`config.mk`:
```
export PLATFORM = sky130hd
export DESIGN_NAME = fp16_mult_front_pipelined
export DESIGN_NICKNAME = d
export VERILOG_FILES = /design/src/rtl/fp16_pkg.sv /design/src/rtl/fp16_unpack.sv /design/src/rtl/fp16_mult_front_pipelined.sv
export SDC_FILE = /design/constraint.sdc
export NUM_CORES = 1
export LEC_CHECK = 0
export BUFFER_PORTS_ARGS = -buffer_cell sky130_fd_sc_hd__buf_2
export CORE_AREA = 2 2 123 245
export CTS_BUF_LIST = sky130_fd_sc_hd__clkbuf_8
export DETAILED_ROUTE_END_ITERATION = 7
export DIE_AREA = 0 0 125 247
export GPL_TIMING_DRIVEN = 0
export PLACE_DENSITY_LB_ADDON = 0.2
export SYNTH_ARGS = -nofsm -noshare
export SYNTH_HDL_FRONTEND = slang
export SYNTH_SLANG_ARGS = --single-unit
export TNS_END_PERCENT = 30
```
`constraint.sdc`:
```
create_clock -name clk -period 6.5 [get_ports clk]
set_clock_uncertainty 0.1 [all_clocks]
set_input_delay 0 -clock clk [delete_from_list [all_inputs] [get_ports clk]]
set_output_delay 0 -clock clk [all_outputs]
set_load 0.1 [all_outputs]
```
`src/rtl/fp16_pkg.sv`:
```
// Shared FP16 definitions for the multiplier front end: field widths,
// exponent bias, flag bit positions and the unpacked-operand record.
package fp16_pkg;

   localparam int FP_W       = 16;
   localparam int EXP_W      = 5;
   localparam int FRAC_W     = 10;
   localparam int MANT_W     = FRAC_W + 1;        // hidden one restored
   localparam int EXP_BIAS   = 15;

   localparam int PP_LO_W    = MANT_W + 6;        // ma * mb[5:0]
   localparam int PP_HI_W    = MANT_W + 5;        // ma * mb[10:6]
   localparam int PROD_W     = 2 * MANT_W;        // full 22-bit product
   localparam int MANT_OUT_W = 20;
   localparam int EXP_OUT_W  = 6;
   localparam int FLAG_W     = 4;

   // Bit positions inside flags = {nan, inf, zero, uflow}
   localparam int FLAG_NAN   = 3;
   localparam int FLAG_INF   = 2;
   localparam int FLAG_ZERO  = 1;
   localparam int FLAG_UFLOW = 0;

   // Subtracting one less than the bias keeps the exponent aligned with a
   // product whose leading one sits at bit 18 (1.x) or bit 19 (2.x or more).
   localparam logic signed [6:0] EXP_OFFSET = 7'(EXP_BIAS - 1);

   typedef struct packed {
      logic              sign;
      logic [EXP_W-1:0]  exp;
      logic [MANT_W-1:0] mant;
      logic              is_zero;
      logic              is_inf;
      logic              is_nan;
   } fp16_unpacked_t;

endpackage

```
`src/rtl/fp16_unpack.sv`:
```
// Combinational FP16 operand unpack: splits the fields, restores the hidden
// one and classifies the operand. Subnormals flush to zero.
module fp16_unpack
   import fp16_pkg::*;
(
   input  logic [FP_W-1:0] op_i,
   output fp16_unpacked_t  unp_o
);

   logic [EXP_W-1:0]  exp_field;
   logic [FRAC_W-1:0] frac_field;

   assign exp_field  = op_i[FP_W-2 -: EXP_W];
   assign frac_field = op_i[FRAC_W-1:0];

   // Field split and classification of one operand
   always_comb begin
      unp_o.sign    = op_i[FP_W-1];
      unp_o.exp     = exp_field;
      unp_o.mant    = {1'b1, frac_field};
      unp_o.is_zero = (exp_field == '0);
      unp_o.is_inf  = (exp_field == '1) && (frac_field == '0);
      unp_o.is_nan  = (exp_field == '1) && (frac_field != '0);
   end

endmodule

```
`src/rtl/fp16_mult_front_pipelined.sv`:
```
// FP16 multiplier front end, three stages with fixed latency 3:
//   S1 unpack/classify/exponent, S2 split partial products, S3 sum and output.
// The whole pipe advances together whenever the output is empty or drained,
// so a stalled output freezes every stage and bubbles travel like data.
// Only N = 16 is supported.
module fp16_mult_front_pipelined
   import fp16_pkg::*;
#(
   parameter int N = 16
) (
   input  logic                  clk,
   input  logic                  rst_n,
   input  logic                  in_valid,
   output logic                  in_ready,
   input  logic [N-1:0]          a,
   input  logic [N-1:0]          b,
   output logic                  out_valid,
   input  logic                  out_ready,
   output logic                  sign_out,
   output logic [MANT_OUT_W-1:0] mant_product,
   output logic [EXP_OUT_W-1:0]  exp_sum,
   output logic [FLAG_W-1:0]     flags
);

   logic advance;

   // S1 combinational signals
   fp16_unpacked_t          unp_a, unp_b;
   logic signed [6:0]       e7;
   logic                    s1_sign_d;
   logic [EXP_OUT_W-1:0]    s1_exp_d;
   logic [FLAG_W-1:0]       s1_flags_d;

   // S1 registers
   logic                    s1_valid_q;
   logic                    s1_sign_q;
   logic [MANT_W-1:0]       s1_ma_q, s1_mb_q;
   logic [EXP_OUT_W-1:0]    s1_exp_q;
   logic [FLAG_W-1:0]       s1_flags_q;

   // S2 next-state and registers
   logic [PP_LO_W-1:0]      s2_pp_lo_d;
   logic [PROD_W-1:0]       s2_pp_hi_d;
   logic                    s2_valid_q;
   logic                    s2_sign_q;
   logic [PP_LO_W-1:0]      s2_pp_lo_q;
   logic [PROD_W-1:0]       s2_pp_hi_q;
   logic [EXP_OUT_W-1:0]    s2_exp_q;
   logic [FLAG_W-1:0]       s2_flags_q;

   // S3 next-state and output registers
   logic [PROD_W-1:0]       p22;
   logic [MANT_OUT_W-1:0]   s3_mant_d;
   logic                    s3_valid_q;
   logic                    s3_sign_q;
   logic [MANT_OUT_W-1:0]   s3_mant_q;
   logic [EXP_OUT_W-1:0]    s3_exp_q;
   logic [FLAG_W-1:0]       s3_flags_q;

   assign advance  = !s3_valid_q || out_ready;
   assign in_ready = advance;

   fp16_unpack u_unpack_a (.op_i(a), .unp_o(unp_a));
   fp16_unpack u_unpack_b (.op_i(b), .unp_o(unp_b));

   // S1: sign, flag priority and exponent sum; special results force exp to 0
   always_comb begin
      // NOTE: every always_comb output gets a default first so no path can
      // leave it unassigned and infer a latch.
      s1_flags_d = '0;
      s1_exp_d   = '0;
      s1_sign_d  = unp_a.sign ^ unp_b.sign;
      e7         = $signed({2'b00, unp_a.exp}) + $signed({2'b00, unp_b.exp})
                   - EXP_OFFSET;

      if (unp_a.is_nan || unp_b.is_nan ||
          (unp_a.is_inf && unp_b.is_zero) || (unp_a.is_zero && unp_b.is_inf)) begin
         s1_flags_d[FLAG_NAN] = 1'b1;
      end else if (unp_a.is_inf || unp_b.is_inf) begin
         s1_flags_d[FLAG_INF] = 1'b1;
      end else if (unp_a.is_zero || unp_b.is_zero) begin
         s1_flags_d[FLAG_ZERO] = 1'b1;
      end else if (e7 <= 7'sd0) begin
         s1_flags_d[FLAG_UFLOW] = 1'b1;
      end else begin
         s1_exp_d = e7[EXP_OUT_W-1:0];
      end
   end

   // S1 register stage
   always_ff @(posedge clk or negedge rst_n) begin
      // NOTE: datapath registers are reset too, because outputs must read
      // zero while reset is held, not only the valid bits.
      if (!rst_n) begin
         s1_valid_q <= 1'b0;
         s1_sign_q  <= 1'b0;
         s1_ma_q    <= '0;
         s1_mb_q    <= '0;
         s1_exp_q   <= '0;
         s1_flags_q <= '0;
      end else if (advance) begin
         // NOTE: non-blocking assignments so every stage samples the values
         // its predecessor held before this edge.
         s1_valid_q <= in_valid;
         s1_sign_q  <= s1_sign_d;
         s1_ma_q    <= unp_a.mant;
         s1_mb_q    <= unp_b.mant;
         s1_exp_q   <= s1_exp_d;
         s1_flags_q <= s1_flags_d;
      end
   end

   // S2: split multiply into a low 6-bit and a high 5-bit slice of mb
   always_comb begin
      logic [PP_HI_W-1:0] pp_hi_raw;
      s2_pp_lo_d = {{(PP_LO_W-MANT_W){1'b0}}, s1_ma_q} *
                   {{(PP_LO_W-6){1'b0}}, s1_mb_q[5:0]};
      pp_hi_raw  = {{(PP_HI_W-MANT_W){1'b0}}, s1_ma_q} *
                   {{(PP_HI_W-5){1'b0}}, s1_mb_q[10:6]};
      s2_pp_hi_d = {pp_hi_raw, 6'b0};
   end

   // S2 register stage
   always_ff @(posedge clk or negedge rst_n) begin
      if (!rst_n) begin
         s2_valid_q <= 1'b0;
         s2_sign_q  <= 1'b0;
         s2_pp_lo_q <= '0;
         s2_pp_hi_q <= '0;
         s2_exp_q   <= '0;
         s2_flags_q <= '0;
      end else if (advance) begin
         s2_valid_q <= s1_valid_q;
         s2_sign_q  <= s1_sign_q;
         s2_pp_lo_q <= s2_pp_lo_d;
         s2_pp_hi_q <= s2_pp_hi_d;
         s2_exp_q   <= s1_exp_q;
         s2_flags_q <= s1_flags_q;
      end
   end

   // S3: sum partials, truncate two LSBs, zero the mantissa for any flag
   always_comb begin
      p22       = {{(PROD_W-PP_LO_W){1'b0}}, s2_pp_lo_q} + s2_pp_hi_q;
      s3_mant_d = (|s2_flags_q) ? '0 : p22[PROD_W-1:2];
   end

   // S3 output register stage
   always_ff @(posedge clk or negedge rst_n) begin
      if (!rst_n) begin
         s3_valid_q <= 1'b0;
         s3_sign_q  <= 1'b0;
         s3_mant_q  <= '0;
         s3_exp_q   <= '0;
         s3_flags_q <= '0;
      end else if (advance) begin
         s3_valid_q <= s2_valid_q;
         s3_sign_q  <= s2_sign_q;
         s3_mant_q  <= s3_mant_d;
         s3_exp_q   <= s2_exp_q;
         s3_flags_q <= s2_flags_q;
      end
   end

   assign out_valid    = s3_valid_q;
   assign sign_out     = s3_sign_q;
   assign mant_product = s3_mant_q;
   assign exp_sum      = s3_exp_q;
   assign flags        = s3_flags_q;

endmodule

```
==> reports/metrics.cfg <==
[synthesis]
syn-cell-area_um2 = 8610
synthAdderAreaFrac = 0.252
yosysTopAreaCell = dfrtp_1
synthFlopType = dfrtp_1
synth_top_family_by_area = adder cells
avgSynthCellArea_um2 = 8.98
syn-num-nets = 1128
yosys.area.top_type_share = 0.314
synthArstFlopShare = 1.00
synth_edf_count = 0
yosys-top-cells-area = dfrtp_1, fa_1, ha_1
ys_types = 52
synth_warnings = 0
ys_seq_area_frac = 0.314
synth_simple_gate_area_frac = 0.210
synth_xor_area_frac = 0.0397
synth_compound_area_frac = 0.120
synth_seq_cells = 108
synthMuxAreaShare = 0
syn_inst = 958

[clocking]
clk_pin_slew_ns = 0.12
cts_resized = 0
cts_tree = yes
root_buffer = clkbuf_8
clk_latency_ns = 0.41
cts_num_sinks = 108
cts_made_buffers = 9
cts.path.max_buffers = 2
htree_levels = 3

[grt]
grt-ovfl-total = 0
grt_pass1_wl_um = 37700
grt_use_total = 0.156
grt_antenna_before_repair = 0
grt_max_degree = 61
grt_pass1_vias = 7063

[route]
drt_iter0_markers = 321
vias = 6820
via_per_inst = 4.75
drt_wl_total_um = 23700
first_pass_iters = 4
post-route-drc-count = 0
wire_per_inst_um = 16.5
final_antenna_net_count = 0

[worst_setup_path]
r2r-start = s1_ma_q[3]$_DFFE_PN0P_
endpoint_kind = flop
worstReg2RegEnd = s2_pp_lo_q[16]$_DFFE_PN0P_
crit_arrival_ns = 4.90
ff2ff_setup_slack_ns = 1.77
worstSetupPathType = flop to flop
crit_path_max_fanout = 10
reg2reg_depth = 14
cp.required_ns = 6.67
startpoint_type = flop

[timing]
holdWs_ns = -0.00711
finalSetupTns_ns = 0
fin_crit_sh = 0.727
setup_viol = 0
min_period_ns = 4.73
worst_pin_slew_ns = 0.800
drv_slew = 0
finalHoldViolCount = 6
clock.fmax_mhz = 212
relSlewSlack = 0.467
rsz0062_at_grt = no

[placement]
port_buffers = 68
hpwl_um = 18900
gp_congestion = 0.811

[floorplanning]
std_cell_rows = 89
die_x_um = 125
pin_count = 69
initial_core_util = 0.295
die-area_um2 = 30900
fp.coreArea_um2 = 29200
fp.dieH_um = 247

[layout]
diodes = 0
nNetsFinal = 1238
mostFrequentLayoutCells = nand2_1, dfrtp_1, inv_1
layout_commonest_cell = nand2_1
n_fill_cell = 3086
drive_gt1_frac = 0.0848
synthToLayoutAreaGrowth_pct = 15.8

[flow_run]
max_cap_violations = 0

[run_status]
violations = hold timing
run_status = complete, but fails checks

[worst_hold_path]
hp-class = input pin to async pin

==> how the worst max path moves through the flow <==
stage,startpoint,slack (ns),end
global placement,s1_ma_q[7]$_DFFE_PN0P_,1.83,s2_pp_lo_q[16]$_DFFE_PN0P_
CTS,s1_ma_q[3]$_DFFE_PN0P_,1.79,s2_pp_lo_q[16]$_DFFE_PN0P_
finish,s1_ma_q[3]$_DFFE_PN0P_,1.77,s2_pp_lo_q[16]$_DFFE_PN0P_
detailed placement,s1_ma_q[3]$_DFFE_PN0P_,1.83,s2_pp_lo_q[16]$_DFFE_PN0P_
floorplan,s1_ma_q[2]$_DFFE_PN0P_,2.34,s2_pp_lo_q[16]$_DFFE_PN0P_
global route,s1_ma_q[3]$_DFFE_PN0P_,1.58,s2_pp_lo_q[16]$_DFFE_PN0P_
==> layer usage <==
| layer | wire length (um) | vias up | GRT usage |
|---|---|---|---|
| met5 | 0 | - | 0 |
| met4 | 588 | 0 | 0.0523 |
| met3 | 626 | 29 | 0.0164 |
| met2 | 12600 | 98 | 0.286 |
| met1 | 9860 | 3377 | 0.189 |
| li1 | - | 3316 | - |
==> kinds of logic (layout without fill, tap and decap cells) <==
| family | after synthesis | in the layout |
|---|---|---|
| and+or+nand+nor | 383 | 383 |
| AOI/OAI and AO/OA | 146 | 146 |
| adders and majority gates | 134 | 134 |
| xor gates and xnor gates | 39 | 39 |
| buffers and inverters | 148 | 263 |
| DFF | 108 | 108 |
==> layout make-up <==
type | instances | area (um2) | share of cell area
clock buffer | 9 | 124 | 0.0124
multi-input combinational | 702 | 5350 | 0.537
clock inverter | 7 | 103 | 0.0103
inverter | 102 | 383 | 0.0384
tap | 364 | 455 | 0.0457
timing repair buffer | 99 | 674 | 0.0677
sequential | 108 | 2700 | 0.271
buffer | 46 | 173 | 0.0173
==> synth_stat cells, types with 2 or more instances <==
cell type and number:
a211oi_1 3, a21o_1 21, a21oi_1 33, a221oi_2 2
a22o_1 26, a22oi_1 2, a31oi_1 2, a32o_1 2
a41oi_1 4, and2_1 91, and3_1 5, buf_1 3
clkbuf_1 43, dfrtp_1 108, fa_1 66, ha_1 68
inv_1 102, nand2_1 215, nand2b_1 5, nand3_1 9
nand3b_1 2, nand4_1 2, nor2_1 28, nor2b_1 4
nor3_1 4, nor3b_1 2, nor4_1 6, o21a_1 7
o21ai_0 23, o21ai_1 4, o21bai_1 4, o311ai_1 2
or3_1 2, or4_1 3, xnor2_1 21, xor2_1 18
==> registers in the layout, summed over array words and instances, names as in the netlist <==
signal	cells
mant_product	20
s2_pp_hi_q	16
s2_pp_lo_q	15
s1_ma_q	11
s1_mb_q	10
exp_sum	6
s1_exp_q	6
s2_exp_q	6
flags	4
s1_flags_q	4
s2_flags_q	4
out_valid	1
s1_sign_q	1
s1_valid_q	1
s2_sign_q	1
s2_valid_q	1
sign_out	1
==> worst max-delay path: stages, from the launching register on <==
cell	delay, ns
dfrtp_1	0.37
clkbuf_1	0.48
and2_1	0.25
fa_1	0.47
fa_1	0.56
inv_1	0.06
fa_1	0.57
inv_1	0.05
ha_1	0.32
o21a_1	0.19
o21ai_2	0.13
or4b_1	0.48
a311oi_2	0.30
xor2_1	0.18
a21oi_1	0.08
==> stage by stage <==
| stage | cell area, um2 | worst slack (ns) | instances | util | hold slack (ns) |
|---|---|---|---|---|---|
| after floorplan | 8610 | 2.34 | 958 | - | -0.396 |
| after global placement | 9400 | 1.83 | 1390 | 0.322 | 0.140 |
| after detailed placement | 9440 | 1.83 | 1391 | 0.323 | -0.113 |
| after CTS | 9960 | 1.79 | 1437 | 0.341 | 0.00711 |
| after global routing | 9960 | 1.58 | 1437 | 0.341 | 0.0344 |
| final | 9960 | 1.77 | 1437 | 0.341 | -0.00711 |
==> what timing repair did <==
| action | 4_1_cts | 5_1_grt |
|---|---|---|
| endpoints found under the hold margin | 132 | 0 |
| hold buffers | 30 | 0 |
| setup buffers | 0 | 0 |
Power is not shown: default switching activity piles up to over one toggle a cycle in this logic, so the estimate is an artifact.
